`config.mk`:
```
export PLATFORM = sky130hd
export DESIGN_NAME = muldiv_sequencer
export DESIGN_NICKNAME = d
export VERILOG_FILES = /design/src/rtl/muldiv_sequencer.sv
export SDC_FILE = /design/constraint.sdc
export NUM_CORES = 1
export LEC_CHECK = 0
export CORE_MARGIN = 2
export CORE_UTILIZATION = 40
export DETAILED_ROUTE_END_ITERATION = 10
export MAX_ROUTING_LAYER = met4
export PLACE_DENSITY = 0.65
export SYNTH_ARGS = -nofsm -noshare
export SYNTH_HDL_FRONTEND = slang
export SYNTH_SLANG_ARGS = --single-unit
```
`constraint.sdc`:
```
create_clock -name CLK -period 3.7 [get_ports CLK]
set_input_delay 0.37 -clock CLK [delete_from_list [all_inputs] [get_ports CLK]]
set_output_delay 0.37 -clock CLK [all_outputs]
set_load 0.05 [all_outputs]
```
`src/rtl/muldiv_sequencer.sv`:
```
// RV32M multiply/divide unit: radix-2 shift-add multiply / restoring divide, WIDTH+1 cycles (fast paths 1).
// STALL holds the pipeline from acceptance until the VALID cycle; FLUSH aborts with no VALID.
module muldiv_sequencer #(
  parameter int WIDTH    = 32,
  parameter bit REUSE_EN = 1'b1
) (
  input  logic             CLK,
  input  logic             RESET_N,
  input  logic             START,
  input  logic [4:0]       SELECT,
  input  logic [WIDTH-1:0] DATA1,
  input  logic [WIDTH-1:0] DATA2,
  input  logic             FLUSH,
  output logic             STALL,
  output logic             VALID,
  output logic [WIDTH-1:0] RESULT
);

  localparam logic [1:0] S_IDLE = 2'd0;
  localparam logic [1:0] S_MUL  = 2'd1;
  localparam logic [1:0] S_DIV  = 2'd2;
  localparam logic [1:0] S_DONE = 2'd3;
  localparam int CW = $clog2(WIDTH);
  localparam logic [WIDTH-1:0] MIN_NEG = {1'b1, {(WIDTH-1){1'b0}}};
  localparam logic [WIDTH-1:0] ALL_ONE = {WIDTH{1'b1}};

  logic [1:0]         state;
  logic [CW-1:0]      cnt;
  logic [2:0]         op;
  logic [WIDTH-1:0]   opb;
  logic [2*WIDTH-1:0] acc;
  logic               neg_q, neg_r, fast;
  logic [WIDTH-1:0]   fast_res, result_q;
  logic               c_vld, c_signed, c_rem;
  logic [WIDTH-1:0]   c_d1, c_d2;

  logic             m_op, is_div, sgn1_en, sgn2_en, neg1, neg2;
  logic [WIDTH-1:0] mag1, mag2, fast_val;
  logic             div_zero, div_ovf, reuse, fast_hit, accept, last;
  logic [WIDTH:0]   mul_sum, div_sh, div_diff;
  logic             div_ok;
  logic [2*WIDTH-1:0] prod;
  logic [WIDTH-1:0] quo, rem, final_res;

  assign m_op    = (SELECT[4:3] == 2'b01);
  assign is_div  = SELECT[2];
  assign sgn1_en = SELECT[2] ? ~SELECT[0] : (SELECT[1:0] != 2'b11);
  assign sgn2_en = SELECT[2] ? ~SELECT[0] : ~SELECT[1];
  assign neg1    = sgn1_en & DATA1[WIDTH-1];
  assign neg2    = sgn2_en & DATA2[WIDTH-1];
  assign mag1    = neg1 ? (~DATA1 + 1'b1) : DATA1;
  assign mag2    = neg2 ? (~DATA2 + 1'b1) : DATA2;

  assign div_zero = is_div & (DATA2 == '0);
  assign div_ovf  = is_div & ~SELECT[0] & (DATA1 == MIN_NEG) & (DATA2 == ALL_ONE);
  // Complementary op on identical operands/signedness: the cached acc already holds both answers.
  assign reuse    = REUSE_EN & c_vld & is_div & (DATA1 == c_d1) & (DATA2 == c_d2)
                  & (c_signed == ~SELECT[0]) & (c_rem != SELECT[1]);
  assign fast_hit = div_zero | div_ovf | reuse;
  assign fast_val = div_zero ? (SELECT[1] ? DATA1 : ALL_ONE) : (SELECT[1] ? '0 : MIN_NEG);
  assign accept   = (state == S_IDLE) & START & m_op & ~FLUSH;
  assign last     = (cnt == CW'(WIDTH - 1));

  assign mul_sum  = {1'b0, acc[2*WIDTH-1:WIDTH]} + (acc[0] ? {1'b0, opb} : '0);
  assign div_sh   = {acc[2*WIDTH-1:WIDTH], acc[WIDTH-1]};
  assign div_diff = div_sh - {1'b0, opb};
  assign div_ok   = ~div_diff[WIDTH];

  assign prod = neg_q ? (~acc + 1'b1) : acc;
  assign quo  = neg_q ? (~acc[WIDTH-1:0] + 1'b1) : acc[WIDTH-1:0];
  assign rem  = neg_r ? (~acc[2*WIDTH-1:WIDTH] + 1'b1) : acc[2*WIDTH-1:WIDTH];

  always_comb begin
    final_res = '0;
    if (fast)
      final_res = fast_res;
    else if (op[2])
      final_res = op[1] ? rem : quo;
    else
      final_res = (op[1:0] == 2'b00) ? prod[WIDTH-1:0] : prod[2*WIDTH-1:WIDTH];
  end

  assign VALID  = (state == S_DONE) & ~FLUSH;
  assign RESULT = VALID ? final_res : result_q;
  assign STALL  = (accept & RESET_N) | (state == S_MUL) | (state == S_DIV);

  always_ff @(posedge CLK or negedge RESET_N) begin
    if (!RESET_N) begin
      state    <= S_IDLE;
      cnt      <= '0;
      op       <= '0;
      opb      <= '0;
      acc      <= '0;
      neg_q    <= 1'b0;
      neg_r    <= 1'b0;
      fast     <= 1'b0;
      fast_res <= '0;
      result_q <= '0;
      c_vld    <= 1'b0;
      c_signed <= 1'b0;
      c_rem    <= 1'b0;
      c_d1     <= '0;
      c_d2     <= '0;
    end else if (FLUSH) begin
      state <= S_IDLE;
      c_vld <= 1'b0;
    end else begin
      case (state)
        S_IDLE: begin
          if (START && m_op) begin
            op       <= SELECT[2:0];
            neg_q    <= neg1 ^ neg2;
            neg_r    <= neg1;
            fast     <= div_zero | div_ovf;
            fast_res <= fast_val;
            cnt      <= '0;
            if (fast_hit) begin
              state <= S_DONE;
            end else begin
              // acc is only reloaded here so a fast path never clobbers the cached quotient/remainder.
              acc   <= {{WIDTH{1'b0}}, mag1};
              opb   <= mag2;
              c_vld <= 1'b0;
              if (is_div) begin
                state    <= S_DIV;
                c_d1     <= DATA1;
                c_d2     <= DATA2;
                c_signed <= ~SELECT[0];
                c_rem    <= SELECT[1];
              end else begin
                state <= S_MUL;
              end
            end
          end
        end
        S_MUL: begin
          acc <= {mul_sum, acc[WIDTH-1:1]};
          cnt <= cnt + 1'b1;
          if (last) state <= S_DONE;
        end
        S_DIV: begin
          acc <= {div_ok ? div_diff[WIDTH-1:0] : div_sh[WIDTH-1:0], acc[WIDTH-2:0], div_ok};
          cnt <= cnt + 1'b1;
          if (last) begin
            state <= S_DONE;
            c_vld <= 1'b1;
          end
        end
        default: begin
          result_q <= final_res;
          state    <= S_IDLE;
        end
      endcase
    end
  end

endmodule

```
==> impl_metrics.xml, run 1 <==
<?xml version="1.0" encoding="UTF-8"?>
<metrics>
  <group name="synth">
    <metric name="sequential_element_share_of_the_synthesized_area" unit="">0.3049</metric>
    <metric name="synth_area" unit="sq um">19700</metric>
    <metric name="syn_inst" unit="">2441</metric>
    <metric name="ys.flop_type" unit="">sky130_fd_sc_hd__dfrtp_1</metric>
    <metric name="synth.ff_latch_count" unit="">240</metric>
    <metric name="netlist_top_cells_area" unit="">sky130_fd_sc_hd__dfrtp_1, sky130_fd_sc_hd__xor2_1, sky130_fd_sc_hd__xnor2_1, sky130_fd_sc_hd__ha_1, sky130_fd_sc_hd__nand2_1</metric>
    <metric name="ys_types" unit="">77</metric>
    <metric name="synth_edf_count" unit="">0</metric>
    <metric name="async_flop_share" unit="">1.000</metric>
    <metric name="synth_top_cell_area_share" unit="">0.3049</metric>
    <metric name="average_cell_area_after_synthesis" unit="sq um">8.069</metric>
    <metric name="syn_nets" unit="">2592</metric>
    <metric name="synthesis.yosys.warnings" unit="">0</metric>
    <metric name="synth_top_area_cell" unit="">sky130_fd_sc_hd__dfrtp_1</metric>
  </group>
  <group name="timing">
    <metric name="setup-tns-final" unit="ns">-2.830</metric>
    <metric name="tightestPinTransition" unit="ns">0.9370</metric>
    <metric name="fin_crit" unit="ns">3.992</metric>
    <metric name="slew_headroom" unit="">0.3754</metric>
    <metric name="final.period_utilization" unit="">1.079</metric>
    <metric name="drv_slew" unit="">0</metric>
    <metric name="layout_setup_ws" unit="ns">-0.2919</metric>
    <metric name="timing.fmax" unit="MHz">250.5</metric>
    <metric name="worst_hold_slack" unit="ns">0.1948</metric>
    <metric name="finalSetupViolCount" unit="">21</metric>
    <metric name="number_of_hold_slack_violations_in_the_final_timing_report" unit="">0</metric>
    <metric name="rsz0062_at_grt" unit="">yes</metric>
    <metric name="final.setup_skew" unit="ns">0.01637</metric>
  </group>
  <group name="global_route">
    <metric name="antenna_violations_before_repair" unit="">1</metric>
    <metric name="gr-usage-met1" unit="">0.4282</metric>
    <metric name="total_routing_usage_reported_by_global_routing" unit="">0.3145</metric>
    <metric name="largest_net_degree_at_the_start_of_global_routing" unit="">70</metric>
    <metric name="globalRoute.totalOverflow" unit="">0</metric>
    <metric name="global_route_met2_usage" unit="">0.4838</metric>
    <metric name="first_global_vias" unit="">19670</metric>
    <metric name="grt_first_pass_wirelength" unit="mm">118.7</metric>
    <metric name="grt_util_met3" unit="">0.03162</metric>
    <metric name="globalRoute.busiestLayer" unit="">met2</metric>
  </group>
  <group name="drt">
    <metric name="detail-route-antenna-nets" unit="">0</metric>
    <metric name="routed_wirelength" unit="mm">79.22</metric>
    <metric name="dr.first_iter.drc_count" unit="">2496</metric>
    <metric name="num_vias" unit="">20380</metric>
    <metric name="detail_route.drc_violations" unit="">0</metric>
    <metric name="routed_wire_length_per_instance" unit="microns">23.49</metric>
    <metric name="route.detailed.vias_per_inst" unit="">6.043</metric>
    <metric name="drt_first_pass_iters" unit="">7</metric>
  </group>
  <group name="pwr">
    <metric name="p_per_area" unit="nW/um^2">695.9</metric>
    <metric name="design_power_total" unit="W">0.01769</metric>
    <metric name="internal_power" unit="W">0.009315</metric>
    <metric name="static-leakage-power" unit="nW">11.03</metric>
    <metric name="seq_power_share" unit="">0.236</metric>
    <metric name="p_switching" unit="W">0.008373</metric>
    <metric name="swShare" unit="">0.4733</metric>
    <metric name="ir_drop" unit="V">0.0004758</metric>
    <metric name="clock_power_share" unit="">0.161</metric>
    <metric name="power.combinational.fraction" unit="">0.603</metric>
  </group>
  <group name="clock_network">
    <metric name="clock_sinks" unit="">240</metric>
    <metric name="cts_tree" unit="">built</metric>
    <metric name="clock_tree.root_cell" unit="">sky130_fd_sc_hd__clkbuf_16</metric>
    <metric name="tritoncts.num_buffers" unit="">29</metric>
    <metric name="worst_setup_hold_path_clk_slew" unit="ns">0.06</metric>
    <metric name="worst_skew_pair.late_latency" unit="ns">0.60</metric>
    <metric name="clk_path_buf_depth" unit="">3</metric>
    <metric name="cts_max_level" unit="">1</metric>
  </group>
  <group name="setup_path">
    <metric name="cp_slowest_cell" unit="">sky130_fd_sc_hd__or4_4</metric>
    <metric name="critical_path.max_stage_delay" unit="ns">0.59</metric>
    <metric name="critPathLaunch" unit="">acc[10]$_DFFE_PN0P_</metric>
    <metric name="cp_num_cells" unit="">11</metric>
    <metric name="worst_ep_required_time" unit="ns">3.33</metric>
    <metric name="cpLargestDelayFamily" unit="">simple AND/OR/NAND/NOR gates</metric>
    <metric name="crit_path_end_kind" unit="">output port</metric>
    <metric name="setup_slack_of_the_worst_register_to_register_path" unit="ns">0.04</metric>
    <metric name="ff2ff_path_depth" unit="">15</metric>
    <metric name="critPathLaunchType" unit="">flip-flop</metric>
    <metric name="critical_path_buffers_and_inverters" unit="">2</metric>
    <metric name="critical_path_class" unit="">flip-flop to output port</metric>
    <metric name="crit_arrival" unit="ns">3.62</metric>
    <metric name="critPathMaxFanout" unit="">2</metric>
    <metric name="rr_startpoint" unit="">acc[0]$_DFFE_PN0P_</metric>
    <metric name="timing.rr.end" unit="">acc[61]$_DFFE_PN0P_</metric>
    <metric name="ordered_cell_list_for_the_critical_path" unit="">or4_4 -&gt; nor3_4 -&gt; nand4_1 -&gt; buf_4 -&gt; nor2_4 -&gt; mux2i_1 -&gt; o311ai_1 -&gt; a2111oi_1 -&gt; a22oi_2 -&gt; o21ai_2 -&gt; buf_12</metric>
  </group>
  <group name="floorplan">
    <metric name="std_cell_rows" unit="">81</metric>
    <metric name="placeableCoreArea" unit="sq um">48750</metric>
    <metric name="start_util" unit="">0.4041</metric>
    <metric name="die-width" unit="microns">225.9</metric>
    <metric name="chipHeight" unit="microns">225.9</metric>
    <metric name="die_area" unit="sq um">51040</metric>
    <metric name="boundary_pin_count" unit="">107</metric>
  </group>
  <group name="final_layout">
    <metric name="utilization" unit="">0.5214</metric>
    <metric name="layout.cells.most_common" unit="">sky130_fd_sc_hd__buf_4</metric>
    <metric name="fillerInstances" unit="">4601</metric>
    <metric name="finish.net_count" unit="">2838</metric>
    <metric name="layout.cells.most_common_list" unit="">sky130_fd_sc_hd__buf_4, sky130_fd_sc_hd__nand2_1, sky130_fd_sc_hd__dfrtp_1</metric>
    <metric name="synthToLayoutAreaGrowth" unit="%">29.04</metric>
    <metric name="fraction_of_layout_cells_with_a_size_suffix_above_1" unit="">0.2386</metric>
  </group>
  <group name="placed_design">
    <metric name="gpl.final_weighted_congestion" unit="">1.069</metric>
    <metric name="dpl_worst_slack" unit="ns">-0.03661</metric>
    <metric name="port-buffer-count" unit="">106</metric>
    <metric name="post-dp-hpwl" unit="mm">61.82</metric>
  </group>
  <group name="outcome">
    <metric name="violations" unit="">setup timing</metric>
    <metric name="outcome" unit="">complete, but fails checks</metric>
  </group>
  <group name="worst_hold_path">
    <metric name="timing.hold.worst.class" unit="">input port to async pin</metric>
  </group>
  <group name="run">
    <metric name="maxCapViolations" unit="">0</metric>
  </group>
</metrics>
[kinds of logic (layout without fill, tap and decap cells)]
| group | Yosys count | in the layout | synth area share |
|---|---|---|---|
| multiplexers | 100 | 100 | 0.05571 |
| other | 0 | 1 | 0 |
| flip-flops | 240 | 240 | 0.3049 |
| XOR/XNOR | 224 | 224 | 0.09960 |
| adder cells (fa/ha/maj) | 78 | 78 | 0.05031 |
| AO/OA/AOI/OAI | 662 | 662 | 0.2178 |
| buffers and inverters | 281 | 548 | 0.05609 |
| AND/OR/NAND/NOR | 856 | 856 | 0.2156 |
[per-layer routing]
metal | share of wire | wire length (microns)
met5 | 0 | 0
met1 | 0.43 | 34320
met3 | 0.072 | 5731
met2 | 0.45 | 35580
met4 | 0.045 | 3593
[Yosys cell counts (14+ instances only)]
master / number
sky130_fd_sc_hd__nand2_1: 242
sky130_fd_sc_hd__dfrtp_1: 240
sky130_fd_sc_hd__nor2_1: 196
sky130_fd_sc_hd__a21oi_1: 167
sky130_fd_sc_hd__clkbuf_1: 162
sky130_fd_sc_hd__o21ai_0: 161
sky130_fd_sc_hd__xor2_1: 114
sky130_fd_sc_hd__xnor2_1: 110
sky130_fd_sc_hd__inv_1: 87
sky130_fd_sc_hd__o31ai_1: 79
sky130_fd_sc_hd__ha_1: 76
sky130_fd_sc_hd__mux2_2: 75
sky130_fd_sc_hd__nand3_1: 63
sky130_fd_sc_hd__nor2b_1: 58
sky130_fd_sc_hd__nor3_1: 49
sky130_fd_sc_hd__nor4_1: 49
sky130_fd_sc_hd__a221oi_1: 43
sky130_fd_sc_hd__nand4_1: 35
sky130_fd_sc_hd__or3_1: 29
sky130_fd_sc_hd__a21o_1: 28
sky130_fd_sc_hd__buf_2: 25
sky130_fd_sc_hd__nand2b_1: 25
sky130_fd_sc_hd__mux2i_1: 23
sky130_fd_sc_hd__and3_1: 20
sky130_fd_sc_hd__a31oi_1: 18
sky130_fd_sc_hd__or4_1: 18
sky130_fd_sc_hd__a22oi_1: 16
sky130_fd_sc_hd__o211ai_1: 16
sky130_fd_sc_hd__o221ai_1: 16
sky130_fd_sc_hd__nand3b_1: 14
sky130_fd_sc_hd__or2_2: 14
[power groups by stage]
| stage | clock, W | combinational (W) | sequential (W) |
|---|---|---|---|
| final | 0.00285 | 0.0107 | 0.00418 |
| after global routing | 0.00300 | 0.0113 | 0.00426 |
| after CTS | 0.00288 | 0.0101 | 0.00414 |
| after detailed placement | 0 | 0.00944 | 0.00415 |
| after global placement | 0 | 0.00933 | 0.00411 |
| after floorplan | 0 | 0.00581 | 0.00394 |
[what timing repair did]
| action | 4_1_cts | 5_1_grt |
|---|---|---|
| resized for setup | 160 | 82 |
| setup buffers | 17 | 20 |
| pin swaps | 56 | 77 |
| hold buffers | 1 | 0 |
| endpoints found under the hold margin | 27 | 0 |
| endpoints found under the setup margin | 33 | 46 |
[state kept, by name, indices dropped and copies added (netlist names), 2 cells and up]
| register | cells |
|---|---|
| opb | 32 |
| state | 2 |
| c_d1 | 32 |
| cnt | 5 |
| result_q | 32 |
| op | 3 |
| acc | 64 |
| c_d2 | 32 |
| fast_res | 32 |
[cell type report]
cell class | count | area [sq um] | area share
Multi-Input combinational cell | 1920 | 13540 | 0.5326
Sequential cell | 240 | 6018 | 0.2368
Inverter | 87 | 329.1 | 0.01295
Timing Repair Buffer | 409 | 3769 | 0.1483
Clock inverter | 13 | 136.4 | 0.005366
Tap cell | 664 | 830.8 | 0.03269
Clock buffer | 39 | 793.3 | 0.03121
Antenna cell | 1 | 2.502 | 0.00009845
[metrics by stage]
step	std cells	cell area, sq um
after CTS	3353	24890
after floorplan	2441	19710
final	3373	25420
after global routing	3372	25410
after global placement	3283	23220
after detailed placement	3283	23220
[worst max-delay path by stage]
stage and end:
6_report RESULT[26], 2_1_floorplan RESULT[29], 5_1_grt RESULT[26], 3_3_place_gp c_d2[9]$_DFFE_PN0P_, 3_5_place_dp RESULT[26], 4_1_cts RESULT[29]
[worst register-to-register path, cell delays in order, from the launching register on]
cell and delay (ns):
sky130_fd_sc_hd__dfrtp_1 0.43, sky130_fd_sc_hd__buf_4 0.15, sky130_fd_sc_hd__buf_4 0.13, sky130_fd_sc_hd__and2_1 0.13
sky130_fd_sc_hd__ha_1 0.21, sky130_fd_sc_hd__fa_2 0.39, sky130_fd_sc_hd__a211oi_2 0.27, sky130_fd_sc_hd__o211ai_1 0.26
sky130_fd_sc_hd__a2111oi_2 0.36, sky130_fd_sc_hd__buf_4 0.17, sky130_fd_sc_hd__o31ai_1 0.12, sky130_fd_sc_hd__a31oi_1 0.29
sky130_fd_sc_hd__o21ai_0 0.13, sky130_fd_sc_hd__a21oi_1 0.19, sky130_fd_sc_hd__xor2_1 0.18, sky130_fd_sc_hd__o2111ai_1 0.12
Power figures use the tool's default switching activity.
==> inputs of run 2 (changes only) <==
- DONT_BUFFER_PORTS: not set -> 1
- PLACE_DENSITY: 0.65 -> 0.62
==> run 2 against run 1 <==
Effect of this change:
- the flow finishes with violations (hold timing, setup timing)
- critical path depth is 2 lower
- clock skew grew 0.026 ns
- utilization is 2.9 points lower
- die area did not move
- via count decreased by 1.2%
- combinational power shrank 7%
- critical path type unchanged
- highest routed layer unchanged
==> impl_metrics.xml, run 2 (synthesis results as in run 1) <==
<?xml version="1.0" encoding="UTF-8"?>
<metrics>
  <group name="placed_design">
    <metric name="dp.cells" unit="">3115</metric>
    <metric name="post-dp-hpwl" unit="mm">60.21</metric>
    <metric name="port-buffer-count" unit="">0</metric>
    <metric name="gpl.final_weighted_congestion" unit="">1.042</metric>
  </group>
  <group name="outcome">
    <metric name="outcome" unit="">complete, but fails checks</metric>
    <metric name="violations" unit="">hold timing, setup timing</metric>
  </group>
  <group name="floorplan">
    <metric name="std_cell_rows" unit="">81</metric>
    <metric name="placeableCoreArea" unit="sq um">48750</metric>
    <metric name="die-width" unit="microns">225.9</metric>
    <metric name="die_area" unit="sq um">51040</metric>
    <metric name="start_util" unit="">0.4041</metric>
    <metric name="boundary_pin_count" unit="">107</metric>
    <metric name="chipHeight" unit="microns">225.9</metric>
  </group>
  <group name="timing">
    <metric name="final.setup_skew" unit="ns">0.04223</metric>
    <metric name="setup-tns-final" unit="ns">-1.375</metric>
    <metric name="worst_hold_slack" unit="ns">-0.5442</metric>
    <metric name="timing.fmax" unit="MHz">253.6</metric>
    <metric name="number_of_hold_slack_violations_in_the_final_timing_report" unit="">240</metric>
    <metric name="final.period_utilization" unit="">1.066</metric>
    <metric name="slew_headroom" unit="">0.3465</metric>
    <metric name="rsz0062_at_grt" unit="">yes</metric>
    <metric name="fin_crit" unit="ns">3.943</metric>
    <metric name="tightestPinTransition" unit="ns">0.9802</metric>
    <metric name="layout_setup_ws" unit="ns">-0.2431</metric>
    <metric name="finalSetupViolCount" unit="">16</metric>
    <metric name="drv_slew" unit="">0</metric>
  </group>
  <group name="pwr">
    <metric name="ir_drop" unit="V">0.0004303</metric>
    <metric name="static-leakage-power" unit="nW">10.33</metric>
    <metric name="p_per_area" unit="nW/um^2">708.9</metric>
    <metric name="design_power_total" unit="W">0.01702</metric>
  </group>
  <group name="drt">
    <metric name="dr.first_iter.drc_count" unit="">2245</metric>
    <metric name="routed_wirelength" unit="mm">81.95</metric>
    <metric name="detail_route.drc_violations" unit="">0</metric>
    <metric name="drt_first_pass_iters" unit="">6</metric>
    <metric name="route.detailed.vias_per_inst" unit="">6.191</metric>
    <metric name="detail-route-antenna-nets" unit="">0</metric>
    <metric name="num_vias" unit="">20140</metric>
    <metric name="routed_wire_length_per_instance" unit="microns">25.18</metric>
  </group>
  <group name="final_layout">
    <metric name="final-instance-count-excl-fill" unit="">3254</metric>
    <metric name="fraction_of_layout_cells_with_a_size_suffix_above_1" unit="">0.1886</metric>
    <metric name="regMostFlops" unit="">acc</metric>
    <metric name="finish.net_count" unit="">2722</metric>
    <metric name="layout.cells.most_common_list" unit="">sky130_fd_sc_hd__dfrtp_1, sky130_fd_sc_hd__nand2_1, sky130_fd_sc_hd__buf_4</metric>
    <metric name="synthToLayoutAreaGrowth" unit="%">21.92</metric>
    <metric name="layout.cells.most_common" unit="">sky130_fd_sc_hd__dfrtp_1</metric>
    <metric name="largest_register_ff_count" unit="">64</metric>
  </group>
  <group name="run">
    <metric name="maxCapViolations" unit="">0</metric>
  </group>
  <group name="clock_network">
    <metric name="clock_tree.root_cell" unit="">sky130_fd_sc_hd__clkbuf_16</metric>
    <metric name="cts_max_level" unit="">1</metric>
    <metric name="worst_setup_hold_path_clk_slew" unit="ns">0.06</metric>
    <metric name="cts_tree" unit="">built</metric>
    <metric name="cts.hold.buffers_added" unit="">70</metric>
    <metric name="tritoncts.num_buffers" unit="">28</metric>
    <metric name="clk_path_buf_depth" unit="">3</metric>
    <metric name="clock_sinks" unit="">240</metric>
    <metric name="worst_skew_pair.late_latency" unit="ns">0.61</metric>
  </group>
  <group name="setup_path">
    <metric name="critPathLaunchType" unit="">flip-flop</metric>
    <metric name="setup_slack_of_the_worst_register_to_register_path" unit="ns">0.06</metric>
    <metric name="cp_slowest_cell" unit="">sky130_fd_sc_hd__or4b_4</metric>
    <metric name="critical_path.max_stage_delay" unit="ns">0.59</metric>
    <metric name="crit_path_end_kind" unit="">output port</metric>
    <metric name="crit_arrival" unit="ns">3.57</metric>
    <metric name="worst_ep_required_time" unit="ns">3.33</metric>
    <metric name="ordered_cell_list_for_the_critical_path" unit="">or3_4 -&gt; or4_4 -&gt; or4b_4 -&gt; o21a_1 -&gt; xnor2_1 -&gt; a221oi_2 -&gt; a22oi_2 -&gt; o21ai_2 -&gt; buf_6</metric>
    <metric name="critical_path_class" unit="">flip-flop to output port</metric>
    <metric name="critPathMaxFanout" unit="">4</metric>
  </group>
  <group name="global_route">
    <metric name="antenna_violations_before_repair" unit="">4</metric>
    <metric name="grt_first_pass_wirelength" unit="mm">121.4</metric>
    <metric name="total_routing_usage_reported_by_global_routing" unit="">0.3249</metric>
    <metric name="largest_net_degree_at_the_start_of_global_routing" unit="">242</metric>
    <metric name="first_global_vias" unit="">19200</metric>
    <metric name="globalRoute.totalOverflow" unit="">0</metric>
  </group>
  <group name="worst_hold_path">
    <metric name="timing.hold.worst.class" unit="">input port to async pin</metric>
  </group>
</metrics>
[run 2: cell count changes in the layout (fill, tap and decap cells not counted), sizes merged]
cell / previous run / this run
buf: 336 / 223
diode: 1 / 2
bufinv: 1 / 3
clkdlybuf4s50: 72 / 0
dlygate4sd3: 1 / 70
clkinv: 5 / 4
clkinvlp: 3 / 1
clkbuf: 39 / 38
inv: 91 / 89
[run 2: what timing repair did]
action	CTS	global route
pin swaps	42	48
setup buffers	10	9
gates resized for setup	120	82
hold endpoints to repair	349	240
setup endpoints to repair	32	48
cloned	0	1
[run 2: final cells by class]
type                            instances  area, sq um
Sequential cell                       240         6008
Clock inverter                         10        170.2
Fill cell                            4675        24730
Clock buffer                           37        764.5
Timing Repair Buffer                  294         2554
Tap cell                              664        830.8
Antenna cell                            2        5.005
Multi-Input combinational cell       1920        13360
Inverter                               87        326.6
[run 2: critical path: cells and delay by family (launching register included)]
kind                      cells  cell delay (ns)
and+or+nand+nor               3             1.43
AOI/OAI and AO/OA             4             0.87
DFF                           1             0.38
xor gates and xnor gates      1             0.15
buffers and inverters         1             0.17
[run 2: worst paths after layout]
kind                                              start                       to  cells after the start
worst max-delay path                acc[51]$_DFFE_PN0P_               RESULT[26]                      9
worst min-delay path                            RESET_N     c_d1[21]$_DFFE_PN0P_                      0
worst max register to register      acc[46]$_DFFE_PN0P_      acc[57]$_DFFE_PN0P_                     14
worst min register to register  fast_res[3]$_DFFE_PN0P_  fast_res[3]$_DFFE_PN0P_                      2
max in group asynchronous                       RESET_N      acc[46]$_DFFE_PN0P_                      0
min in group CLK                              DATA2[16]      opb[16]$_DFFE_PN0P_                      3
[run 2: layer usage]
layer / track usage / part of all wire / up-vias
li1: - / - / 9076
met1: 0.4407 / 0.43 / 9869
met2: 0.4944 / 0.45 / 996
met3: 0.04111 / 0.076 / 203
met4: 0.1239 / 0.044 / 0
met5: - / 0 / -
[run 2: through the flow]
stage | worst slack (ns) | area (sq um) | utilization
final | -0.2431 | 24020 | 0.4926
after global routing | -0.3105 | 24020 | 0.4926
after CTS | -0.1942 | 23580 | 0.4837
after detailed placement | -0.06213 | 21390 | 0.4387
after global placement | -0.02709 | 21390 | 0.4387
after floorplan | -0.1020 | 19710 | -
[run 2: report_power, final]
part | switching (W) | total (W) | internal (W)
sequential | 0.000637 | 0.00411 | 0.00347
clock | 0.00123 | 0.00290 | 0.00167
combinational | 0.00626 | 0.0100 | 0.00377
total | 0.00812 | 0.0170 | 0.00890
